## src/rtl/rom_arbiter.sv

```systemverilog
// rtl/rom_arbiter.sv - single-port tile-ROM arbiter, VGA priority over one auxiliary reader
//
// Purpose:
//   Shares one synchronous single-port ROM between the VGA pixel pipeline and
//   an auxiliary requester. VGA always wins and keeps its 1-cycle fetch
//   latency. The auxiliary reader gets a one-cycle grant when VGA is idle,
//   and its data comes back registered two cycles after the grant.
//
// Optional feature:
//   ROM_ARB_WATCHDOG_EN - when defined, a 16-bit starvation counter drives the
//   sticky aux_starved flag. When undefined, aux_starved is tied low and
//   starve_clr is ignored.
//
// Ports:
//   clk, rst     - system clock, asynchronous active-high reset
//   vga_active   - VGA pipeline owns the ROM port this cycle
//   vga_addr     - VGA fetch address
//   vga_data     - ROM data to VGA (combinational from rom_dout)
//   aux_req      - auxiliary read request
//   aux_addr     - auxiliary read address
//   aux_gnt      - one-cycle grant, aux_addr is on rom_addr this cycle
//   aux_valid    - one-cycle pulse, aux_data holds the granted read
//   aux_data     - registered auxiliary read data
//   rom_addr     - ROM address (addra)
//   rom_dout     - ROM data (douta), one cycle after address
//   starve_clr   - clears aux_starved
//   aux_starved  - sticky starvation flag

module rom_arbiter #(
  parameter int          ADDR_W       = 12,
  parameter int          DATA_W       = 24,
  parameter logic [15:0] STARVE_LIMIT = 16'd1023
) (
  input  logic              clk,
  input  logic              rst,
  input  logic              vga_active,
  input  logic [ADDR_W-1:0] vga_addr,
  output logic [DATA_W-1:0] vga_data,
  input  logic              aux_req,
  input  logic [ADDR_W-1:0] aux_addr,
  output logic              aux_gnt,
  output logic              aux_valid,
  output logic [DATA_W-1:0] aux_data,
  output logic [ADDR_W-1:0] rom_addr,
  input  logic [DATA_W-1:0] rom_dout,
  input  logic              starve_clr,
  output logic              aux_starved
);

  typedef enum logic {
    IDLE = 1'b0,
    RD   = 1'b1
  } state_t;

  state_t state;

  // Grant only from IDLE, so back-to-back grants are at least two cycles
  // apart and the RD cycle always hands the port back to VGA. Gating with
  // rst keeps the port on VGA while reset is held.
  assign aux_gnt  = (state == IDLE) & aux_req & ~vga_active & ~rst;
  assign rom_addr = aux_gnt ? aux_addr : vga_addr;

  // VGA sees the ROM directly, so its latency is the ROM's own one cycle.
  assign vga_data = rom_dout;

  always_ff @(posedge clk or posedge rst) begin
    if (rst) begin
      state     <= IDLE;
      aux_valid <= 1'b0;
      aux_data  <= '0;
    end else begin
      aux_valid <= (state == RD);
      case (state)
        IDLE: begin
          if (aux_gnt) begin
            state <= RD;
          end
        end
        RD: begin
          // rom_dout now carries the word addressed during the grant cycle.
          aux_data <= rom_dout;
          state    <= IDLE;
        end
        default: state <= IDLE;
      endcase
    end
  end

`ifdef ROM_ARB_WATCHDOG_EN
  logic [15:0] starve_cnt;
  logic [15:0] starve_cnt_nxt;
  logic        starve_set;

  always_comb begin
    starve_cnt_nxt = starve_cnt;
    if (!aux_req || aux_gnt) begin
      starve_cnt_nxt = '0;
    end else if (starve_cnt < STARVE_LIMIT) begin
      starve_cnt_nxt = starve_cnt + 16'd1;
    end
  end

  // The flag is raised on the same edge that loads the limit into the
  // counter, so it is visible in the cycle after the count reaches the limit.
  assign starve_set = aux_req & ~aux_gnt & (starve_cnt_nxt == STARVE_LIMIT);

  always_ff @(posedge clk or posedge rst) begin
    if (rst) begin
      starve_cnt  <= '0;
      aux_starved <= 1'b0;
    end else begin
      starve_cnt <= starve_cnt_nxt;
      if (starve_set) begin
        aux_starved <= 1'b1;
      end else if (starve_clr) begin
        aux_starved <= 1'b0;
      end
    end
  end
`else
  logic unused_starve_clr;
  assign unused_starve_clr = starve_clr;
  assign aux_starved       = 1'b0;
`endif

endmodule

```

## config.mk

```make
export PLATFORM = sky130hd
export DESIGN_NAME = rom_arbiter
export DESIGN_NICKNAME = d
export VERILOG_FILES = /design/src/rtl/rom_arbiter.sv
export SDC_FILE = /design/constraint.sdc
export NUM_CORES = 1
export LEC_CHECK = 0
export CORE_AREA = 2 2 51 88
export CTS_CLUSTER_SIZE = 16
export DETAILED_ROUTE_END_ITERATION = 10
export DIE_AREA = 0 0 53 90
export GPL_ROUTABILITY_DRIVEN = 0
export PLACE_DENSITY = 0.91
export SYNTH_ARGS = -nofsm -noshare
export SYNTH_HDL_FRONTEND = slang
export SYNTH_SLANG_ARGS = --single-unit
```

## constraint.sdc

```tcl
create_clock -name clk -period 3.9 [get_ports clk]
set_input_delay 0.78 -clock clk [delete_from_list [all_inputs] [get_ports clk]]
set_output_delay 0.78 -clock clk [all_outputs]
set_load 0.05 [all_outputs]
```

==> results.cfg <==
[final_layout]
fin_util_pct = 57.1
drive_above_1_share_pct = 30.3
fill_cells = 338
fin_nets = 239
diodes = 0
final_cell_area_um2 = 2330
area_growth_pct = 76.7
final_cells = 234

[clock_tree]
cts.sinks = 26
clockBufferDepth = 2
clk_pin_slew_ns = 0.09
clock_latency_ns = 0.27
h-tree-depth = 1
cts_hold_buffers = 0
cts_inserted_buffers = 3
cts_setup_buffers = 0
root_buffer = clkbuf_8
cts_tree = yes
cts_resized = 0

[power_and_ir_drop]
ir_worst_vdd_mv = 0.237
p_leak_nw = 0.954
p_total_mw = 1.07
p_per_area_nw_per_um2 = 461

[logic_synthesis]
ys_seq_area_share_pct = 49.4
synth.most_common_cell = mux2_2
ys_ff_latch = 26
ys_top_cells_by_count = mux2_2 (36), dfrtp_1 (26), buf_4 (25)
avgSynthCellArea_um2 = 13.9
syn_inst = 95
synth_edf_count = 0
synth_flop_cell = dfrtp_1
synthesis.area_um2 = 1320
synth_top_area_share_pct = 49.4
yosys_warnings = 0
yosys-top-cells-area = dfrtp_1 (49%), mux2_2 (31%), buf_4 (14%)
synth_cell_type_count = 9
syn-num-nets = 148
async_reset_ff_share_pct = 100
yosysTopAreaCell = dfrtp_1

[routing]
drt-pass1-iter-count = 2
avgViaCountPerCell = 4.53
ant_nets = 0
route.detailed.drc = 0
wl_per_cell_um = 13.7
via_count = 1060
drt_wl_total_um = 3210
dr.first_iter.drc_count = 3

[timing]
setup_violations = 0
worst_clock_skew_ns = 0.00235
final-hold-violation-count = 0
whs_ns = 0.512
tns_ns = 0
fmaxAchievable_ghz = 0.322
period_needed_ns = 3.11
worst_slew_pin_slew_ns = 0.996
rsz0062_at_grt = false
fin_crit_sh_pct = 79.7
worst_slack_ns = 0.791
max_slew_margin_pct = 33.5
finalMaxSlewViolations = 0

[placement]
numPortBuffers = 113
dp_hpwl_um = 2630
placedInstanceArea_um2 = 2270
dpl.cell_count = 230
post-place-ws_ns = 0.793

[global_routing]
grt_pass1_vias = 1080
grt_usage_pct = 13.7
grt_pass1_wl_um = 4920
grt_max_degree = 27
grt_overflow_total = 0
grt_antenna_before_repair = 0

[critical_path]
cp-start-kind = input port
cp_num_buf_inv = 3
critPathSlowestCell = clkdlybuf4s50_1
endpoint_kind = output pin
cpMostUsedCell = buf_4
crit_type = input port to output pin
max_stage_delay_ns = 0.47
worstPathCellList = clkdlybuf4s50_1, nor4b_4, buf_4, mux2_2, buf_4
critPathMaxFanout = 13
cp.arrival_ns = 2.33
crit_required_ns = 3.12
critical_path.top_delay_family = buffers and inverters

[floorplan]
core_area_um2 = 4070
die_w_um = 53
pin_count = 116
dieArea_um2 = 4770
die_h_um = 90
start_util_pct = 32.3
rows = 31

[status]
status = completed

[min_path]
hp-class = register to register

[run]
cap_viol_max_count = 0
## power breakdown
part           internal, mW  leakage [nW]  switching [mW]
logic                 0.212         0.614           0.338
clock network        0.0902        0.0288          0.0830
registers             0.322         0.311          0.0261
## registers in the layout, summed over array words and instances (netlist names)
signal / count
aux_data: 24
aux_valid: 1
state: 1
## area by class of cell
cell class	instances	area, µm²	area share (%)
tap	49	61.3	2.64
inverter	1	3.75	0.161
clock buffer	4	55.1	2.37
multi-input combinational	39	442	19.0
sequential	26	651	28.0
timing repair buffer	115	1110	47.9
## kinds of logic (layout without fill, tap and decap cells)
logic type / count (synthesis) / count (layout) / synth area share [%]
buffers and inverters: 30 / 120 / 17.0
and+or+nand+nor: 2 / 2 / 2.47
muxes: 36 / 36 / 30.8
DFF: 26 / 26 / 49.4
other: 1 / 1 / 0.285
## worst register-to-register path, stage by stage (launching register included)
cell and delay [ns]:
dfrtp_1 0.41, buf_4 0.35, mux2_2 0.39
## per-layer routing
layer | global-route usage, % | routed length (µm)
met1 | 12.2 | 1010
met2 | 27.3 | 1880
met3 | 2.99 | 280
met4 | 5.13 | 45
met5 | 0 | 0
## cell usage in the layout (no fill, tap or decap)
| cell | n |
|---|---|
| inv_1 | 1 |
| nor4b_4 | 1 |
| clkdlybuf4s50_1 | 100 |
| nor4b_1 | 1 |
| dfrtp_1 | 26 |
| conb_1 | 1 |
| clkbuf_8 | 4 |
| mux2_2 | 36 |
| buf_4 | 15 |
## path summary, 6_finish.rpt
check / from / end / slack (ns) / depth (start not counted)
setup / recovery: rst / rom_addr[3] / 0.79 / 5
hold / removal: aux_data[19] / aux_data[19] / 0.51 / 1
setup reg to reg: state / aux_data[1] / 2.65 / 2
hold reg to reg: aux_data[19] / aux_data[19] / 0.51 / 1
max in group asynchronous: rst / aux_valid / 2.14 / 2
min in group asynchronous: rst / aux_data[10] / 1.15 / 2
Power figures use the tool's default switching activity.
